### config.mk
export PLATFORM = sky130hd
export DESIGN_NAME = serial_add_ctrl_flat
export DESIGN_NICKNAME = d
export VERILOG_FILES = /design/src/rtl/serial_add_pkg.sv /design/src/rtl/serial_add_ctrl_if.sv /design/src/rtl/FullAdder.sv /design/src/rtl/serial_add_ctrl.sv /design/src/flat_wrapper.sv
export SDC_FILE = /design/constraint.sdc
export NUM_CORES = 1
export LEC_CHECK = 0
export ABC_AREA = 1
export CAP_MARGIN = 25
export CORE_UTILIZATION = 52
export CTS_CLUSTER_DIAMETER = 40
export DETAILED_ROUTE_END_ITERATION = 8
export PLACE_DENSITY = 0.78
export SYNTH_ARGS = -nofsm -noshare
export SYNTH_HDL_FRONTEND = slang
export SYNTH_SLANG_ARGS = --single-unit
### constraint.sdc
create_clock -name clk -period 1.4 [get_ports clk]
set_clock_uncertainty 0.05 [all_clocks]
set_input_delay 0.21 -clock clk [delete_from_list [all_inputs] [get_ports clk]]
set_output_delay 0.21 -clock clk [all_outputs]
set_load 0.005 [all_outputs]
### src/rtl/serial_add_pkg.sv
// Shared types and constants for the bit-serial adder controller.
// Optional feature macro: SERIAL_ADD_SUBTRACT_EN (adds a subtract request bit).
package serial_add_pkg;

  localparam int SERIAL_ADD_W = 8;

  typedef enum logic [1:0] {
    IDLE = 2'd0,
    RUN  = 2'd1,
    DONE = 2'd2
  } state_e;

  // Bit-counter width for an n-bit operand; never narrower than one bit.
  function automatic int cnt_w(input int n);
    return (n < 2) ? 1 : $clog2(n);
  endfunction

endpackage

### src/rtl/serial_add_ctrl_if.sv
// Requester-side bundle of the bit-serial adder: start/done handshake, operands and result.
// Optional feature macro: SERIAL_ADD_SUBTRACT_EN adds the sub request bit.
interface serial_add_ctrl_if
  import serial_add_pkg::*;
#(
  parameter int N = SERIAL_ADD_W
);

  logic         start;
  logic [N-1:0] a;
  logic [N-1:0] b;
  logic         cin;
`ifdef SERIAL_ADD_SUBTRACT_EN
  logic         sub;
`endif
  logic         busy;
  logic         done;
  logic [N-1:0] sum;
  logic         cout;

  modport master (
    output start, a, b, cin,
`ifdef SERIAL_ADD_SUBTRACT_EN
    output sub,
`endif
    input  busy, done, sum, cout
  );

  modport slave (
    input  start, a, b, cin,
`ifdef SERIAL_ADD_SUBTRACT_EN
    input  sub,
`endif
    output busy, done, sum, cout
  );

endinterface

### src/rtl/FullAdder.sv
// The team's 1-bit full-adder cell, used as the shared serial datapath.
module FullAdder (
  input  logic a,
  input  logic b,
  input  logic ci,
  output logic s,
  output logic co
);

  assign s  = a ^ b ^ ci;
  assign co = (a & b) | (ci & (a ^ b));

endmodule

### src/rtl/serial_add_ctrl.sv
// Bit-serial adder controller: one FullAdder cell sequenced LSB first over N cycles.
// Optional feature macro: SERIAL_ADD_SUBTRACT_EN (sub=1 computes a - b, cout=1 means no borrow).
module serial_add_ctrl
  import serial_add_pkg::*;
#(
  parameter int N = SERIAL_ADD_W
) (
  input  logic                clk,
  input  logic                rst_n,
  serial_add_ctrl_if.slave    bus
);

  localparam int              CNT_W    = cnt_w(N);
  localparam logic [CNT_W-1:0] CNT_LAST = CNT_W'(N - 1);

  state_e           state_q, state_d;
  logic [N-1:0]     a_sr, b_sr, s_sr;
  logic [N-1:0]     sum_q;
  logic             carry_q, cout_q;
  logic [CNT_W-1:0] cnt_q;

  logic             fa_s, fa_co;
  logic             accept, last_bit;
  logic [N-1:0]     b_load;
  logic             cin_load;

  // Operand B and carry as loaded: subtraction is a + ~b + 1 through the same cell.
  always_comb begin
    b_load   = bus.b;
    cin_load = bus.cin;
`ifdef SERIAL_ADD_SUBTRACT_EN
    if (bus.sub) begin
      b_load   = ~bus.b;
      cin_load = 1'b1;
    end
`endif
  end

  FullAdder u_fa (
    .a  (a_sr[0]),
    .b  (b_sr[0]),
    .ci (carry_q),
    .s  (fa_s),
    .co (fa_co)
  );

  assign accept   = (state_q == IDLE) && bus.start;
  assign last_bit = (state_q == RUN) && (cnt_q == CNT_LAST);

  // NOTE: sequential state uses non-blocking assignments so every flop samples pre-edge values.
  always_ff @(posedge clk or negedge rst_n) begin
    if (!rst_n) state_q <= IDLE;
    else        state_q <= state_d;
  end

  // NOTE: next-state is defaulted first so no path through the case leaves it unassigned (no latch).
  always_comb begin
    state_d = state_q;
    unique case (state_q)
      IDLE:    if (bus.start) state_d = RUN;
      RUN:     if (cnt_q == CNT_LAST) state_d = DONE;
      DONE:    state_d = IDLE;
      default: state_d = IDLE;
    endcase
  end

  // NOTE: the shift registers are plain flops rather than a memory array, so they are reset with the rest.
  always_ff @(posedge clk or negedge rst_n) begin
    if (!rst_n) begin
      a_sr    <= '0;
      b_sr    <= '0;
      s_sr    <= '0;
      carry_q <= 1'b0;
      cnt_q   <= '0;
      sum_q   <= '0;
      cout_q  <= 1'b0;
    end else begin
      if (accept) begin
        a_sr    <= bus.a;
        b_sr    <= b_load;
        carry_q <= cin_load;
        cnt_q   <= '0;
      end else if (state_q == RUN) begin
        s_sr    <= {fa_s, s_sr[N-1:1]};
        a_sr    <= {1'b0, a_sr[N-1:1]};
        b_sr    <= {1'b0, b_sr[N-1:1]};
        carry_q <= fa_co;
        if (!last_bit) cnt_q <= cnt_q + 1'b1;
      end
      // The result register includes the bit produced on this final edge.
      if (last_bit) begin
        sum_q  <= {fa_s, s_sr[N-1:1]};
        cout_q <= fa_co;
      end
    end
  end

  assign bus.busy = (state_q != IDLE);
  assign bus.done = (state_q == DONE);
  assign bus.sum  = sum_q;
  assign bus.cout = cout_q;

endmodule

### src/flat_wrapper.sv
// flat-port wrapper written by rule: the top's interface ports become plain ports
module serial_add_ctrl_flat import serial_add_pkg::*;
#(
  parameter int N = SERIAL_ADD_W
)
  (clk, rst_n, bus_start, bus_a, bus_b, bus_cin, bus_busy, bus_done, bus_sum, bus_cout);
  serial_add_ctrl_if #(.N(N)) bus_i ();
  input  logic clk;
  input  logic rst_n;
  input wire logic [$bits(bus_i.start)-1:0] bus_start;
  input wire logic [$bits(bus_i.a)-1:0] bus_a;
  input wire logic [$bits(bus_i.b)-1:0] bus_b;
  input wire logic [$bits(bus_i.cin)-1:0] bus_cin;
  output wire logic [$bits(bus_i.busy)-1:0] bus_busy;
  output wire logic [$bits(bus_i.done)-1:0] bus_done;
  output wire logic [$bits(bus_i.sum)-1:0] bus_sum;
  output wire logic [$bits(bus_i.cout)-1:0] bus_cout;
  assign bus_i.start = bus_start;
  assign bus_i.a = bus_a;
  assign bus_i.b = bus_b;
  assign bus_i.cin = bus_cin;
  assign bus_busy = bus_i.busy;
  assign bus_done = bus_i.done;
  assign bus_sum = bus_i.sum;
  assign bus_cout = bus_i.cout;
  serial_add_ctrl #(.N(N)) u_core (.clk(clk), .rst_n(rst_n), .bus(bus_i));
endmodule
# Word-level counts from Yosys, hierarchy flattened
# Index checks and enable logic that the tools add are counted.
[op_classes] reduce_logical=8 n_bitwise=6 n_mux=12 add_sub_neg=1 n_eq_ne=6
[op_table] op="two-way mux 8 bit" n=4
[op_table] op="two-way mux 3 bit" n=3
[op_table] op="AND reduction 2 bit" n=3
[op_table] op="two-way mux 2 bit" n=2
[op_table] op="!= test 2 x 1 -> 1 bit, second input constant" n=2
[op_table] op="case mux 2 bit (2 select lines)" n=1
[op_table] op="nonzero test 2 bit" n=2
[op_table] op="adder 3 x 1 -> 3 bit, second input constant" n=1
[op_table] op="== test 3 bit, second input constant" n=1
[op_table] op="bitwise AND 1 bit" n=2
[op_table] op="== test 2 x 1 -> 1 bit, second input constant" n=1
[op_table] op="== test 2 bit, second input constant" n=1
[op_table] op="logical AND 1 bit" n=2
[op_table] op="logical NOT 2 bit" n=1
[op_table] op="two-way mux 1 bit" n=2
[op_table] op="!= test 2 bit, second input constant" n=1
[op_table] op="XOR 1 bit" n=2
[op_table] op="inverter 1 bit" n=1
[op_table] op="bitwise OR 1 bit" n=1
[word_totals] regBits=39 out_inout_bits=11

# Longest topological paths before layout
[depth] word_depth=5 ltp_mapped=7 depth_no_buf=7

# Hierarchy
# A second synthesis with hierarchy kept.
[hier_totals] hier_cells=221 area_unflattened_um2=1844.3
[modules_own_cells] mod="serial_add_ctrl" n_inst=1 area_per_inst_um2=1824.2 cells_per_inst=220
[modules_own_cells] mod="FullAdder" n_inst=1 area_per_inst_um2=20.0 cells_per_inst=1

# Least setup slack after synthesis
# Ideal clock, no wire load.
[synth_path] kind="register to register" start="register u_core.cnt_q[0]" end="register u_core.cnt_q[0]" setup_time_ns=0.118 arrival_time_ns=1.158 t_required_ns=1.232 path_stages_with_launch=7 synth_period_minus_slack_ns=1.325 path_slack_ns=0.075 cell_sequence="dfrtp_1 ha_1 ha_1 inv_1 nand3_1 nand3_1 nand2_1"
[synth_via] elab_chain_cells=4 elab_cells_between_ends=8
[synth_lines] element="start, declared" line_no="serial_add_ctrl.sv:20" source="logic [CNT_W-1:0] cnt_q;"
[synth_lines] element="start signal, assigned" line_no="serial_add_ctrl.sv:88" source="if (!last_bit) cnt_q <= cnt_q + 1'b1;"
[synth_lines] element="adder 3 x 1 -> 3 bit or == test 3 bit (tied branches)" line_no="serial_add_ctrl.sv:88, serial_add_ctrl.sv:48"
[synth_lines] element="two-way mux 3 bit or logical AND 1 bit (tied branches)" line_no="serial_add_ctrl.sv:88, serial_add_ctrl.sv:48"
[synth_lines] element="two-way mux 3 bit or != test 2 x 1 -> 1 bit (tied branches)"
[synth_lines] element="two-way mux 3 bit or AND reduction 2 bit (tied branches)"
# Parallel ways exist; a longest one is shown, timed or not. The select of a mux whose other input is x is not followed.
# A chain may end at the register's enable or synchronous reset.

# Worst setup path in the final report
[layout_path] start="register u_core.state_q[0]" end="output port bus_busy"
[layout_via] elab_chain_cells=1
[layout_lines] element="start, declared" line_no="serial_add_ctrl.sv:16" source="state_e state_q, state_d;"
[layout_lines] element="start signal, assigned" line_no="serial_add_ctrl.sv:53" source="else state_q <= state_d;"
[layout_lines] element="nonzero test 2 bit" line_no="serial_add_ctrl.sv:98" source="assign bus.busy = (state_q != IDLE);"
[layout_lines] element="end, declared" line_no="flat_wrapper.sv:14" source="output wire logic [$bits(bus_i.busy)-1:0] bus_busy;"
# Every way passes these cells.

==> summary.md <==
| Metric | Value |
|---|---|
| Switching part of the total | 36.35% |
| Syn avg cell area | 8.370 µm² |
| Synthesized flop and latch total | 38 |
| EDFF count, synth | 0 |
| Setup crit end kind | output port |
| DRC viols | 0 |
| Final net count | 295 |
| Final setup viols | 1 |
| Final Cycle Share | 101.5% |
| Switch Pwr | 1.839 mW |
| Post-synth top area cell | dfrtp_1 |
| Wire per inst | 11.05 µm |
| Clk slew on worst S/H paths | 120 ps |
| Cell area after synthesis | 1833 µm² |
| TritonCTS clock tree | done |
| Gpl congestion | 0.7487 |
| Clock Latency Late Sink | 360 ps |
| Htree depth | 2 |
| P_leak | 1.345 nW |
| CORE AREA | 3363 µm² |
| Worst EP arrival | 1160 ps |
| Overall die height | 61.37 µm |
| P&R area growth vs syn | 34.40% |
| Worst slew margin | 72.94% |
| Largest net degree at the start of global routing | 22 |
| Port Buffer Count | 30 |
| Syn Nets | 242 |
| Setup ws final | -21.04 ps |
| Netlist cell types | 20 |
| Clock buffer depth | 2 |
| Via density | 4.871 |
| Minimum clock period | 1421 ps |
| Inserted Clock Buffers | 5 |
| Worst endpoint required time | 1140 ps |
| Crit Reg-Reg Startpoint | u_core.state_q[0] |
| Worst r2r dst | u_core.a_sr[4] |
| DRT antenna net count | 0 |
| R2R cell count | 7 |
| Vias | 1554 |
| Hold Fails Final Rpt | 0 |
| Maximum fanout along the worst path | 2 |
| Starting density of the core | 54.50% |
| Failing checks | negative setup slack |
| Commonest register cell after synthesis | dfrtp_1 |
| Total GRT Usage | 21.96% |
| Yosys top cell area share | 51.88% |
| Drt first pass iters | 4 |
| Total Wirelength | 3525 µm |
| Synth warn | 0 |
| Startpoint types | flip-flop |
| Int Power | 3.220 mW |
| Share of layout cells above drive strength 1 | 17.95% |
| Status | complete, but fails checks |
| Unrepaired setup endpoints after global routing | yes |
| Post-route setup TNS | -21.04 ps |
| Sequential share of the synthesized area | 51.88% |
| Number of max-cap violations | 0 |
| First-pass GRT wire length | 5913 µm |
| Peak Freq | 703.7 MHz |
| Async SR Flop Fraction | 100.0% |
| Final Slew Violations | 0 |
| Initial antenna violation count | 0 |
| ANT cells | 0 |
| Worst vdd ir | 1.049 mV |
| Worst slew pin tran | 405.8 ps |
| Die ar. | 3766 µm² |
| Sequential share of power | 37.3% |
| Largest cells by area after synthesis | dfrtp_1, nand2_1, nand3_1 |
| Remaining Overflow, GRT | 0 |
| Vias in the first global route | 1386 |
| Pwr Density | 2054 nW/µm² |
| # rows | 21 |
| Placed wire-length estimate | 2451 µm |
| Clock power frac | 18.6% |
| R2R setup slack | 20 ps |
| Hold Path Class | in2async |
| Root Buffer | clkbuf_4 |
| Post-Syn Instances | 219 |
| 1st-iter DRT viols | 42 |
| Kind of critical path | reg2out |
| Power after layout | 5.059 mW |
| I/O pins | 31 |
| Die width | 61.37 µm |
| CTS sink count | 38 |
| FILL cells | 282 |
| Comb pwr share | 44.1% |
what timing repair did:
| action | 4_1_cts | 5_1_grt |
|---|---|---|
| hold buffers | 1 | 0 |
| pin swaps | 1 | 1 |
| setup endpoints to repair | 30 | 27 |
| setup buffers | 10 | 2 |
| endpoints found under the hold margin | 17 | 0 |
| gates resized for setup | 19 | 6 |
cells in the mapped netlist (2+ instances only):
cell type / n
buf_2: 3
buf_6: 4
dfrtp_1: 38
o21ai_0: 2
nand2_1: 102
nand3_1: 36
inv_4: 2
o21ai_2: 2
buf_4: 2
ha_1: 2
inv_1: 17
area by class of cell:
class	count	area (µm²)	area share (%)
clock buffer	5	37.54	1.524
timing repair buffer	55	521.8	21.18
multi-input combinational	153	748.2	30.37
tap	46	57.56	2.336
sequential	38	953.4	38.70
inverter	19	76.32	3.098
clock inverter	3	68.82	2.793
logic make-up (layout without fill, tap and decap cells):
kind of cell,Yosys count,count (layout),synth area share (%)
compound gates,5,5,2.390
fa+ha+maj,3,3,2.457
buf+inv,28,82,8.259
flops,38,38,51.88
simple gates,145,145,35.02
power by group through the flow:
stage                     Clock [mW]  Sequential (mW)  Combinational [mW]
after floorplan                    0             1.86                1.40
after global placement             0             1.91                1.99
after detailed placement           0             1.93                2.07
after CTS                      0.957             1.88                2.20
after global routing            1.00             1.95                2.54
final                          0.941             1.89                2.23
routing by layer:
layer | up-vias | global-route usage (%) | share of wire (%) | wire length, µm
li1 | 789 | - | - | -
met1 | 723 | 28.59 | 45 | 1589
met2 | 37 | 34.78 | 49 | 1739
met3 | 5 | 5.042 | 4.2 | 147
met4 | 0 | 10.79 | 1.4 | 48
met5 | - | 0 | 0 | 0
stage by stage:
stage / cells / utilization (%) / hold slack, ps / cell area, µm² / setup slack (ps)
finish: 319 / 73.25 / 246.2 / 2464 / -21.04
global route: 319 / 73.25 / 288.8 / 2464 / -71.43
global placement: 299 / 66.78 / 116.0 / 2246 / -26.58
CTS: 317 / 72.32 / 252.0 / 2432 / -128.7
detailed placement: 299 / 66.78 / 110.6 / 2246 / -79.61
floorplan: 219 / - / -135.6 / 1833 / 74.97
worst max-delay path, stage by stage (launching register included):
cell      delay, ps
dfrtp_2         430
buf_6           130
nor2_8          100
inv_2            40
clkbuf_2        100
registers in the layout, indices dropped and copies added (netlist names):
register,count
u_core.bus.sum,8
u_core.bus.cout,1
u_core.state_q,2
u_core.s_sr,7
u_core.carry_q,1
u_core.b_sr,8
u_core.cnt_q,3
u_core.a_sr,8
layout by cell type (no fill, tap or decap), drive strengths merged:
cell           Yosys  routed
buf                9      25
bufinv             0       2
clkbuf             0       6
clkdlybuf4s15      0       1
clkdlybuf4s50      0      18
clkinv             0       1
dfrtp             38      38
dlygate4sd2        0       9
dlygate4sd3        0       1
fa                 1       1
ha                 2       2
inv               19      19
nand2            105     105
nand3             36      36
nand4              1       1
nor2               3       3
o21ai              5       5
how the worst max path moves through the flow:
stage	start	slack, ps	to	cells past startpoint
3_5_place_dp	bus_start	-80	u_core.a_sr[3]	5
2_1_floorplan	u_core.cnt_q[0]	70	u_core.cnt_q[0]	6
5_1_grt	u_core.state_q[0]	-70	bus_busy	4
3_3_place_gp	bus_start	-30	u_core.a_sr[5]	5
4_1_cts	u_core.state_q[0]	-130	bus_busy	4
6_report	u_core.state_q[0]	-20	bus_busy	4
No activity file was read; power rests on OpenSTA's default activity.
